`config.mk`:
```
export PLATFORM = sky130hd
export DESIGN_NAME = microwave_panel_ctrl
export DESIGN_NICKNAME = d
export VERILOG_FILES = /design/src/rtl/microwave_panel_ctrl.sv
export SDC_FILE = /design/constraint.sdc
export NUM_CORES = 1
export LEC_CHECK = 0
export BUFFER_PORTS_ARGS = -buffer_cell sky130_fd_sc_hd__buf_2
export CORE_MARGIN = 5
export CORE_UTILIZATION = 45
export DETAILED_ROUTE_END_ITERATION = 8
export GPL_TIMING_DRIVEN = 0
export PLACE_DENSITY_LB_ADDON = 0.1
export REMOVE_ABC_BUFFERS = 1
export SLEW_MARGIN = 0
export SYNTH_ARGS = -nofsm -noshare
export SYNTH_HDL_FRONTEND = slang
export SYNTH_SLANG_ARGS = --single-unit
export TNS_END_PERCENT = 50
```
`constraint.sdc`:
```
create_clock -name clk -period 2.9 [get_ports clk]
set_clock_uncertainty 0.05 [all_clocks]
set_input_delay 0.58 -clock clk [delete_from_list [all_inputs] [get_ports clk]]
set_output_delay 0.58 -clock clk [all_outputs]
set_load 0.05 [all_outputs]
```
`src/rtl/microwave_panel_ctrl.sv`:
```
// rtl/microwave_panel_ctrl.sv - microwave front-panel controller (optional KEY_ACCUM_EN: accumulate keys in SET)
module microwave_panel_ctrl #(
  parameter int W           = 4,
  parameter int BEEP_CYCLES = 8,
  parameter int START_TMO   = 4
) (
  input  logic         clk,
  input  logic         rst,
  input  logic         key_valid,
  input  logic [W-1:0] key_val,
  input  logic         start,
  input  logic         stop,
  input  logic         door_open,
  input  logic         p,
  output logic [W-1:0] tin,
  output logic         r,
  output logic         beep,
  output logic [2:0]   state,
  output logic         err
);

  localparam int BW = $clog2(BEEP_CYCLES + 1);
  localparam int TW = $clog2(START_TMO + 1);

  typedef enum logic [2:0] {
    IDLE  = 3'd0,
    SET   = 3'd1,
    COOK  = 3'd2,
    PAUSE = 3'd3,
    DONE  = 3'd4
  } state_t;

  state_t        st_q;
  logic          p_q;
  logic          p_seen;
  logic [W-1:0]  rem;
  logic [W-1:0]  rem_dec;
  logic [BW-1:0] beep_cnt;
  logic [TW-1:0] wait_cnt;
  logic          p_fall;

  assign p_fall  = p_q & ~p;
  // Remaining time after this cycle's tick, saturating at zero.
  assign rem_dec = (p && rem != '0) ? rem - W'(1) : rem;
  assign state   = st_q;

`ifdef KEY_ACCUM_EN
  logic [W:0]   key_sum;
  logic [W-1:0] key_next;
  assign key_sum  = {1'b0, tin} + {1'b0, key_val};
  assign key_next = key_sum[W] ? '1 : key_sum[W-1:0];
`endif

  always_ff @(posedge clk) begin
    if (rst) begin
      st_q     <= IDLE;
      tin      <= '0;
      r        <= 1'b0;
      beep     <= 1'b0;
      err      <= 1'b0;
      rem      <= '0;
      p_q      <= 1'b0;
      p_seen   <= 1'b0;
      beep_cnt <= '0;
      wait_cnt <= '0;
    end else begin
      p_q <= p;
      err <= 1'b0;
      rem <= rem_dec;
      case (st_q)
        IDLE: begin
          r    <= 1'b0;
          beep <= 1'b0;
          if (key_valid && key_val != '0) begin
            st_q <= SET;
            tin  <= key_val;
          end else begin
            tin <= '0;
          end
        end
        SET: begin
          r <= 1'b0;
          if (stop) begin
            st_q <= IDLE;
            tin  <= '0;
          end else if (start && !door_open) begin
            st_q     <= COOK;
            r        <= 1'b1;
            rem      <= tin;
            wait_cnt <= '0;
            p_seen   <= 1'b0;
          end else if (key_valid) begin
`ifdef KEY_ACCUM_EN
            tin <= key_next;
`else
            tin <= key_val;
            if (key_val == '0) st_q <= IDLE;
`endif
          end
        end
        COOK: begin
          if (p) p_seen <= 1'b1;
          if (p_fall) begin
            st_q     <= DONE;
            r        <= 1'b0;
            rem      <= '0;
            beep     <= 1'b1;
            beep_cnt <= '0;
          end else if (stop || door_open) begin
            st_q <= PAUSE;
            r    <= 1'b0;
            tin  <= rem_dec;
          end else if (!p_seen && !p) begin
            // Timer never started: abort once the allowance is used up.
            if (wait_cnt == TW'(START_TMO - 1)) begin
              st_q <= IDLE;
              tin  <= '0;
              r    <= 1'b0;
              err  <= 1'b1;
            end else begin
              wait_cnt <= wait_cnt + TW'(1);
            end
          end
        end
        PAUSE: begin
          r <= 1'b0;
          if (stop) begin
            st_q <= IDLE;
            tin  <= '0;
          end else if (start && !door_open && rem != '0) begin
            st_q     <= COOK;
            r        <= 1'b1;
            tin      <= rem;
            rem      <= rem;
            wait_cnt <= '0;
            p_seen   <= 1'b0;
          end else if (rem == '0) begin
            st_q     <= DONE;
            beep     <= 1'b1;
            beep_cnt <= '0;
          end
        end
        DONE: begin
          r <= 1'b0;
          if (stop || beep_cnt == BW'(BEEP_CYCLES - 1)) begin
            st_q <= IDLE;
            beep <= 1'b0;
            tin  <= '0;
          end else begin
            beep_cnt <= beep_cnt + BW'(1);
          end
        end
        default: begin
          st_q <= IDLE;
          r    <= 1'b0;
          beep <= 1'b0;
          tin  <= '0;
        end
      endcase
    end
  end

endmodule

```
-- Word level (Yosys, flattened, before mapping)
Index checks and enable logic that the tools add are counted.
- add/subtract/negate cells: 3
- $mul: 0
- div/mod/pow operators: 0
- $lt $le $gt $ge: 0
- equality and inequality tests: 32
- shift-type cells: 0
- muxes and demuxes: 70
- bitwise logic cells: 5
- reduce and logical (&&, ||, !) cells: 25
- operator list (operator ; count):
    2-to-1 mux 4 bit ; 22
    2-to-1 mux 3 bit ; 21
    != test 2 bit (second input constant) ; 15
    one-hot mux 4 bit (3 select lines) ; 2
    != test 4 bit (second input constant) ; 5
    one-hot mux 4 bit (5 select lines) ; 1
    2-to-1 mux 1 bit ; 19
    != test 3 bit (second input constant) ; 6
    AND reduction 6 bit ; 3
    one-hot mux 3 bit (5 select lines) ; 1
    AND reduction 7 bit ; 2
    equality test 3 x 2 -> 1 bit (second input constant) ; 3
    one-hot mux 3 bit (3 select lines) ; 1
    AND reduction 9 bit ; 1
    zero test 4 bit ; 2
    nonzero test 4 bit ; 2
    one-hot mux 1 bit (3 select lines) ; 2
    nonzero test 3 bit ; 2
    logical AND 1 bit ; 5
    OR reduction 5 bit ; 1
    adder 4 x 1 -> 4 bit (second input constant) ; 1
    equality test 4 x 3 -> 1 bit (second input constant) ; 1
    NOT 1 bit ; 4
    one-hot mux 1 bit (4 select lines) ; 1
    9 further kinds ; 12
- bits in registers: 23
- latch bits: 0
- RAM bits: 0
- ROM bits: 0
- output and inout port bits: 10
- word-level logic and storage cells: 145
- memories kept: 0

-- Longest topological paths before layout
Gate-level depths: netlist of run 1.
- depth after elaboration: 6
- depth in mapped cells: 8
- gate-level depth less buffers: 7

-- Worst setup path after synthesis of run 1
Ideal clock, no wire load.
- path type: flip-flop to flip-flop
- start point: register st_q[0] (netlist: state[0])
- end point: register tin[0]
- setup time: 0.130 ns
- arrival time: 1.968 ns
- data required time: 2.720 ns
- setup slack: 0.752 ns
- stages on the path, launching flop included: 8
- path buffers: 2
- clock period less this slack: 2.148 ns
- cells stage by stage: dfxtp_1 buf_4 nor2_1 and4b_1 buf_2 a221o_2 a2111oi_4 nor3_1
- longest elaborated chain between the ends: 3
- RTL lines (item ; line ; RTL):
    start, declared ; 33 ; state_t st_q;
    start signal, assigned ; 56 ; st_q <= IDLE;
    start signal, assigned ; 75 ; st_q <= SET;
    start signal, assigned ; 84 ; st_q <= IDLE;
    equality test 3 x 2 -> 1 bit (tied with other cells) ; 70 ; case (st_q)
    != test 3 bit (no source line) / != test 2 bit (equally long branches) ; n/a ;
    AND reduction 7 bit (no source line) ; n/a ;
    end signal, assigned ; 76 ; tin <= key_val;
    end signal, assigned ; 96 ; tin <= key_val;
    end signal, assigned ; 112 ; tin <= rem_dec;
    end, declared ; 15 ; output logic [W-1:0] tin,
Parallel ways exist; a longest one is shown, timed or not.
A chain may end at the register's enable or synchronous reset.

-- Worst setup path after layout of run 1
- start point: register st_q[0] (netlist: state[0])
- end point: register rem[0]
- longest elaborated chain between the ends: 2
- RTL lines (item ; line ; RTL):
    equality test 3 x 2 -> 1 bit / equality test 3 x 1 -> 1 bit (equally long branches) ; 70 ;
    one-hot mux 4 bit (3 select lines) / != test 3 bit (equally long branches) ; n/a ;
    end signal, assigned ; 69 ; rem <= rem_dec;
    end signal, assigned ; 89 ; rem <= tin;
    end signal, assigned ; 134 ; rem <= rem;
    end, declared ; 36 ; logic [W-1:0] rem;
Parallel ways exist; a longest one is shown, timed or not.

==> results of run 1 <==
flip-flops by register name, indices dropped and copies added (netlist names):
name and cells:
state 3, beep 1, rem 4, tin 4, err 1, beep_cnt 4
p_seen 1, p_q 1, r 1, wait_cnt 3
layout by cell type (no fill, tap or decap), types with 3 or more instances in the layout:
master	instances
a211oi_1	3
a21oi_1	15
a31oi_1	3
and4b_1	3
buf_2	20
clkbuf_4	3
dfxtp_1	23
ha_1	4
inv_1	9
mux2i_1	4
nand2_1	14
nand2b_1	5
nand3_1	6
nor2_1	25
nor2b_1	7
nor3_1	6
nor3b_1	3
nor4b_1	3
o21ai_0	9
worst max-delay path, stage by stage, from the launching register on:
cell and delay [ps]:
dfxtp_1 730, nor4bb_2 930, nand3_1 340, o21ai_0 160, a21oi_1 60, nor3_1 170
cell usage after synthesis, types with 2 or more instances:
| master | count |
|---|---|
| nand3_1 | 6 |
| nor2b_1 | 7 |
| a211oi_1 | 3 |
| mux2i_1 | 4 |
| clkbuf_1 | 3 |
| o21ai_0 | 9 |
| nor3b_1 | 3 |
| nor4b_1 | 3 |
| and4b_1 | 3 |
| a32oi_1 | 2 |
| dfxtp_1 | 23 |
| ha_1 | 4 |
| nor3_1 | 6 |
| buf_2 | 9 |
| a21oi_1 | 15 |
| nand2_1 | 14 |
| nor2_1 | 25 |
| inv_1 | 9 |
| xor2_1 | 2 |
| nand2b_1 | 5 |
| a31oi_1 | 3 |
| o311a_1 | 2 |
cell type report:
| cell class | count | area, µm² | area share, % |
|---|---|---|---|
| clock buffers | 3 | 22.52 | 1.365 |
| multi-input cells | 146 | 970.9 | 58.83 |
| clock inverters | 1 | 5.005 | 0.3033 |
| flip-flops and latches | 23 | 460.4 | 27.90 |
| well taps | 46 | 57.56 | 3.487 |
| inverters | 9 | 33.78 | 2.047 |
| repair buffers | 20 | 100.1 | 6.065 |
layer usage:
layer / vias up / share of wire, % / track usage (%)
met3: 6 / 3.3 / 2.463
met1: 680 / 46 / 21.83
met2: 27 / 50 / 30.04
met5: - / 0 / 0
li1: 711 / - / -
met4: 0 / 0.73 / 6.452
stage by stage:
step	total power, mW	utilization, %	hold slack [ps]	setup TNS [ps]	setup slack [ps]
final	1.001	49.85	435.8	0	391.5
after global placement	0.8509	48.83	407.7	-12.41	-12.41
after global routing	1.088	49.85	466.6	0	110.7
after floorplan	0.7470	-	393.4	0	289.7
after detailed placement	0.8563	49.02	418.5	0	406.8
after CTS	1.014	49.85	439.3	0	362.3
kinds of logic after synthesis:
kind of cell	count (synthesis)	share of synthesized area, %
and+or+nand+nor	89	34.26
AOI/OAI and AO/OA	46	21.05
buffers and inverters	23	7.096
DFF	23	30.02
muxes	4	2.610
adders and majority gates	4	3.263
xor gates and xnor gates	3	1.713
worst paths after layout:
| check | endpoint | startpoint | slack, ps |
|---|---|---|---|
| worst max-delay path | rem[0]$_SDFFE_PP0N_ | state[0]$_SDFFE_PP0P_ | 390 |
| worst min-delay path | wait_cnt[1]$_SDFFE_PP0P_ | wait_cnt[1]$_SDFFE_PP0P_ | 440 |
| worst min register to register | wait_cnt[1]$_SDFFE_PP0P_ | wait_cnt[1]$_SDFFE_PP0P_ | 440 |
| worst max register to register | rem[0]$_SDFFE_PP0N_ | state[0]$_SDFFE_PP0P_ | 390 |
power by group through the flow:
stage          Combinational (mW)  Clock [mW]  Sequential (mW)
2_1_floorplan               0.294           0            0.453
3_3_place_gp                0.430           0            0.421
3_5_place_dp                0.432           0            0.424
4_1_cts                     0.433       0.163            0.418
5_1_grt                     0.488       0.173            0.427
6_report                    0.434       0.150            0.417
==> results.toml, run 1 <==
[run_status]
outcome = "finished clean"

[power_and_ir_drop]
switching_share_pct = 42.25
pwr-share-seq_pct = 41.7
p_int_mw = 0.5781
netSwitchingPower_mw = 0.4230
p_clk_share_pct = 15.0
power_density_nw_per_um2 = 606.6
combPwrFrac_pct = 43.3
leakage_nw = 0.6331
ir_drop_mv = 0.2692

[clock_tree]
ctsHoldBuffers = 0
cts_resized = 0
clock_latency_ps = 310
cts_buffers = 3
htree_levels = 1
clock_sinks = 23
clk_pin_slew_worst_paths_ps = 130
root_buffer = "clkbuf_4"
clk_path_buf_depth = 2
post_cts.repair.setup_buffers = 0
cts_tree = "built"

[setup_path]
path_max_fanout = 19
worstRegToRegCells = 5
crit_arrival_ps = 2700
crit_type = "reg2reg"
start_kind = "flip-flop"
endpoint_kind = "flip-flop"
cp.required_ps = 3100

[global_routing]
grt_usage_pct = 17.45
grt_max_degree = 22
antenna_found_initial = 0
gr-total-overflow = 0
grt_pass1_wl_mm = 6.285
grt_pass1_vias = 1432

[detailed_routing]
via_per_inst = 5.742
avgRoutedWirePerCell_um = 14.28
drc = 0
vias = 1424
drt_iter0_drc = 129
first_pass_iters = 4
finalWirelength_mm = 3.541
antenna_left = 0

[place]
io_buffers = 20
dpl_cell_area_um2 = 1623
dp_hpwl_mm = 2.666
routabilityCongestion = 0.8724
place_inst = 244

[floorplan]
start_util_pct = 46.33
chipHeight_um = 68.39
die_x_um = 68.39
io_pins = 21
dieArea_um2 = 4677
rows = 21
placeableCoreArea_um2 = 3311

[timing]
layout_min_cycle_time_ps = 2508
fin_crit_sh_pct = 86.50
slew_headroom_pct = 37.20
grt_setup_unrepaired = "no"
setup_viol = 0
drv_slew = 0
hold_viol_final = 0
max_freq_mhz = 398.7
worst_pin_slew_ps = 928.7

[cells_and_area]
fillerInstances = 358
nNetsFinal = 218
antenna_cells = 0
final_area_um2 = 1650
drive_above_1_share_pct = 17.82
area_growth_syn_to_layout_pct = 7.585
fin_cells = 248

[synthesis]
async_reset_ff_share_pct = 0
synth_area_um2 = 1534
synth_cell_types = 54
yosys.area.top_type = "dfxtp_1"
synth_ff_type = "dfxtp_1"
yosysSeqAreaShare_pct = 30.02
synth-edff-count = 0
yosys_warnings = 0
netlist.area_leader.share_pct = 30.02
synthTopCellsByArea = "dfxtp_1 30%, nor2_1 6.1%, a21oi_1 4.9%, nand2_1 3.4%, ha_1 3.3%"
synth.ff_latch_count = 23
syn_avg_cell_area_um2 = 7.989
syn_inst = 192

[job]
cap_viol_max_count = 0

[min_path]
whs_path_depth = 2
hp-class = "reg2reg"
Power figures use the tool's default switching activity.
==> run 2, diff against run 1 <==
Settings changed: CELL_PAD_IN_SITES_DETAIL_PLACEMENT set to 1, CELL_PAD_IN_SITES_GLOBAL_PLACEMENT set to 1, CORE_UTILIZATION 45 to 42.
==> results.toml, run 2 (synthesis results as in run 1) <==
[run_status]
outcome = "finished clean"

[setup_path]
start_kind = "flip-flop"
path_max_fanout = 19
cp.required_ps = 3050
cp_slowest_stage_delay_ps = 890
cpLargestDelayFamily = "simple AND/OR/NAND/NOR gates"
crit_chain = "nor4bb_2 > nand3_1 > o21ai_0 > a21oi_1 > nor3_1"
cp.buffers_inverters = 0
crit_arrival_ps = 2590
worst_path_max_delay_cell = "nor4bb_2"
crit_type = "reg2reg"
endpoint_kind = "flip-flop"

[detailed_routing]
via_per_inst = 5.724
antenna_left = 0
vias = 1431
drc = 0
drt_iter0_drc = 79
avgRoutedWirePerCell_um = 16.68
finalWirelength_mm = 4.170
first_pass_iters = 4

[global_routing]
grt_pass1_vias = 1464
grt_max_degree = 22
antenna_found_initial = 0
grt_usage_pct = 17.95
gr-total-overflow = 0
grt_pass1_wl_mm = 7.245

[place]
place_inst = 246
routabilityCongestion = 0.8693
dp_hpwl_mm = 3.176
dpl_cell_area_um2 = 1625
io_buffers = 20
dp_slack_ps = 473.6

[power_and_ir_drop]
power_density_nw_per_um2 = 648.6
total_power_mw = 1.083
ir_drop_mv = 0.1950
leakage_nw = 0.6382

[timing]
drv_slew = 0
max_freq_mhz = 408.5
fin_crit_sh_pct = 84.41
hold_viol_final = 0
setup_viol = 0
fin_setup_tns_ps = 0
worst_pin_slew_ps = 873.1
layout_min_cycle_time_ps = 2448
whs_ps = 433.3
grt_setup_unrepaired = "no"
fin_ws_ps = 452.3
slew_headroom_pct = 40.96

[cells_and_area]
final_area_um2 = 1670
regArea_um2 = 460.4
multi_input_area_um2 = 970.9
final_cell_mix = "25 x nor2_1, 23 x dfxtp_1, 20 x buf_2"
layout_commonest_cell = "nor2_1"
nNetsFinal = 218
drive_above_1_share_pct = 17.33
fin_cells = 250
antenna_cells = 0
post-route-util_pct = 46.32
fillerInstances = 465
area_growth_syn_to_layout_pct = 8.891
reg.largest.list = "beep_cnt: 4 flops, rem: 4 flops, tin: 4 flops"

[clock_tree]
clock_sinks = 23
cts_tree = "built"
ctsHoldBuffers = 0
cts_resized = 0
clk_path_buf_depth = 2
htree_levels = 1
post_cts.repair.setup_buffers = 0
clock_latency_ps = 270
clk_pin_slew_worst_paths_ps = 90
root_buffer = "clkbuf_8"
cts_buffers = 3

[floorplan]
io_pins = 21
die_x_um = 70.44
placeableCoreArea_um2 = 3606
chipHeight_um = 70.44
rows = 22
dieArea_um2 = 4961
start_util_pct = 42.54

[min_path]
hp-class = "reg2reg"

[job]
cap_viol_max_count = 0
==> run 2: layout make-up <==
cell class	instances	area share [%]
multi-input cells	146	58.13
flip-flops and latches	23	27.57
repair buffers	20	5.993
well taps	48	3.596
clock buffers	4	2.697
inverters	9	2.022
==> run 2: worst register-to-register path: stages, from the launching register on <==
cell and delay [ps]:
dfxtp_1 720, nor4bb_2 890, nand3_1 320, o21ai_0 150
a21oi_1 60, nor3_1 180
==> run 2: report_power, final <==
part	leakage, nW	internal [mW]	switching [mW]
Combinational	0.429	0.176	0.277
Sequential	0.187	0.350	0.0710
Clock	0.0228	0.0984	0.111
Total	0.638	0.625	0.459
==> run 2: final timing paths <==
kind | slack, ps | cells after the start | start | endpoint
setup reg to reg | 450 | 5 | state[0]$_SDFFE_PP0P_ | rem[0]$_SDFFE_PP0N_
setup / recovery | 450 | 5 | state[0]$_SDFFE_PP0P_ | rem[0]$_SDFFE_PP0N_
hold reg to reg | 430 | 2 | r$_SDFFE_PP0N_ | r$_SDFFE_PP0N_
hold / removal | 430 | 2 | r$_SDFFE_PP0N_ | r$_SDFFE_PP0N_
==> run 2: layer usage <==
layer,share of wire (%),vias to the layer above,GRT usage (%),wire length (µm)
li1,-,712,-,-
met1,47,690,23.83,1980
met2,48,21,29.21,1993
met3,3.0,8,2.734,125
met4,1.7,0,6.383,70
met5,0,-,0,0
==> run 3, diff against run 2 <==
Settings changed: CORE_UTILIZATION 42 to 38.
Clock period 2.9 ns to 2.23 ns, I/O delays scaled along.
==> results.toml, run 3 (synthesis results as in run 1) <==
[global_routing]
use_met2_pct = 29.82
met3_usage_pct = 2.052
grt_max_degree = 22
grt_pass1_wl_mm = 7.293
antenna_found_initial = 0
gr-total-overflow = 0
grt_pass1_vias = 1544
busiest_layer = "met2"
grt_usage_pct = 16.87
use_met1_pct = 21.19

[setup_path]
crit_arrival_ps = 2180
cp.buffers_inverters = 0
endpoint_kind = "flip-flop"
crit_chain = "ha_1 > ha_2 > nor3b_4 > o21ai_0 > a221o_2 > a2111oi_4 > nor3_1"
cp.required_ps = 2320
worst_path_max_delay_cell = "a221o_2"
start_kind = "flip-flop"
worstRegToRegCells = 7
r2r_end = "tin[0]$_SDFFE_PP0P_"
path_max_fanout = 7
crit_type = "reg2reg"
cp_slowest_stage_delay_ps = 480
rr_startpoint = "wait_cnt[0]$_SDFFE_PP0P_"
cpLargestDelayFamily = "compound AO/OA/AOI/OAI gates"
rrSetupSlack_ps = 140

[timing]
grt_setup_unrepaired = "no"
whs_ps = 424.4
layout_min_cycle_time_ps = 2090
hold_viol_final = 0
slew_headroom_pct = 62.59
fin_crit_sh_pct = 93.74
fin_setup_tns_ps = 0
drv_slew = 0
worst_pin_slew_ps = 559.9
max_freq_mhz = 478.4
setup_viol = 0

[detailed_routing]
finalWirelength_mm = 4.292
first_pass_iters = 4
avgRoutedWirePerCell_um = 16.77
via_per_inst = 5.711
drt_iter0_drc = 64
drc = 0
antenna_left = 0
vias = 1462

[clock_tree]
htree_levels = 1
clk_pin_slew_worst_paths_ps = 90
clock_latency_ps = 270
root_buffer = "clkbuf_8"
clk_path_buf_depth = 2
cts_buffers = 3
clock_sinks = 23
cts_tree = "built"

[place]
io_buffers = 20
dp_hpwl_mm = 3.200
routabilityCongestion = 0.8135

[floorplan]
chipHeight_um = 73.54
placeableCoreArea_um2 = 3943
rows = 23
die_x_um = 73.54
start_util_pct = 38.91
dieArea_um2 = 5407
io_pins = 21

[power_and_ir_drop]
ir_drop_mv = 0.3101
power_density_nw_per_um2 = 835.1
total_power_mw = 1.458
leakage_nw = 0.6611

[cells_and_area]
nNetsFinal = 222
final_cell_mix = "25 x nor2_1, 20 x buf_2, 17 x dfxtp_1"
area_growth_syn_to_layout_pct = 13.78
layout_commonest_cell = "nor2_1"
reg.largest.list = "beep_cnt: 4 flops, rem: 4 flops, tin: 4 flops"
drive_above_1_share_pct = 24.27
antenna_cells = 0

[min_path]
holdPathEnd = "r$_SDFFE_PP0N_"
whs_path_depth = 2
worstHoldStart = "r$_SDFFE_PP0N_"
hp-class = "reg2reg"

[run_status]
outcome = "finished clean"

[job]
cap_viol_max_count = 0
-- run 3: cell count changes in the layout (fill, tap and decap cells not counted), moves of 2 or more --
| cell | change |
|---|---|
| buf_4 | +4 |
| dfxtp_1 | -6 |
| dfxtp_2 | +5 |
| ha_1 | -2 |
| ha_2 | +2 |
-- run 3: metrics by stage --
stage / worst slack, ps / cell area (µm²) / util [%] / instances
after floorplan: -380.3 / 1459 / - / 178
after global placement: -693.9 / 1622 / 41.13 / 248
after detailed placement: -258.3 / 1628 / 41.29 / 248
after CTS: 35.30 / 1695 / 43.00 / 252
after global routing: 18.86 / 1745 / 44.27 / 256
final: 139.6 / 1745 / 44.27 / 256
-- run 3: cell type report --
cell class,instances,area [µm²]
Clock buffer,4,45.04
Fill cell,487,2197
Inverter,9,33.78
Multi-Input combinational cell,146,1003
Sequential cell,23,470.5
Tap cell,50,62.56
Timing Repair Buffer,24,130.1
-- run 3: power breakdown --
group          switching (mW)  leakage (nW)  internal [mW]
clock                   0.143        0.0228          0.128
sequential             0.0924         0.190          0.464
combinational           0.366         0.449          0.264
total                   0.601         0.661          0.856
-- run 3: worst register-to-register path, stage by stage, from the launching register on --
cell	delay, ps
dfxtp_2	350
ha_1	160
ha_2	210
nor3b_4	200
o21ai_0	100
a221o_2	480
a2111oi_4	340
nor3_1	80
-- run 3: worst max-delay path by stage --
stage | start | slack (ps) | endpoint | depth (start not counted)
2_1_floorplan | state[0]$_SDFFE_PP0P_ | -380 | rem[0]$_SDFFE_PP0N_ | 5
6_report | wait_cnt[0]$_SDFFE_PP0P_ | 140 | tin[0]$_SDFFE_PP0P_ | 7
5_1_grt | wait_cnt[1]$_SDFFE_PP0P_ | 20 | tin[0]$_SDFFE_PP0P_ | 7
3_3_place_gp | state[0]$_SDFFE_PP0P_ | -690 | rem[0]$_SDFFE_PP0N_ | 5
3_5_place_dp | state[0]$_SDFFE_PP0P_ | -260 | rem[0]$_SDFFE_PP0N_ | 5
4_1_cts | rem[0]$_SDFFE_PP0N_ | 40 | tin[0]$_SDFFE_PP0P_ | 7
-- run 3: metal layers --
metal  vias up  wire, µm  share of wire (%)
met3         7        69                1.6
met2        13      2137                 50
met5         -         0                  0
met1       725      2020                 47
met4         0        65                1.5
li1        717         -                  -
-- run 3: repair_timing --
action                                  CTS  global route
resized for setup                         5             9
hold buffers                              0             0
buffers inserted                          0             4
endpoints found under the setup margin    9            11
pin swaps                                 0             2
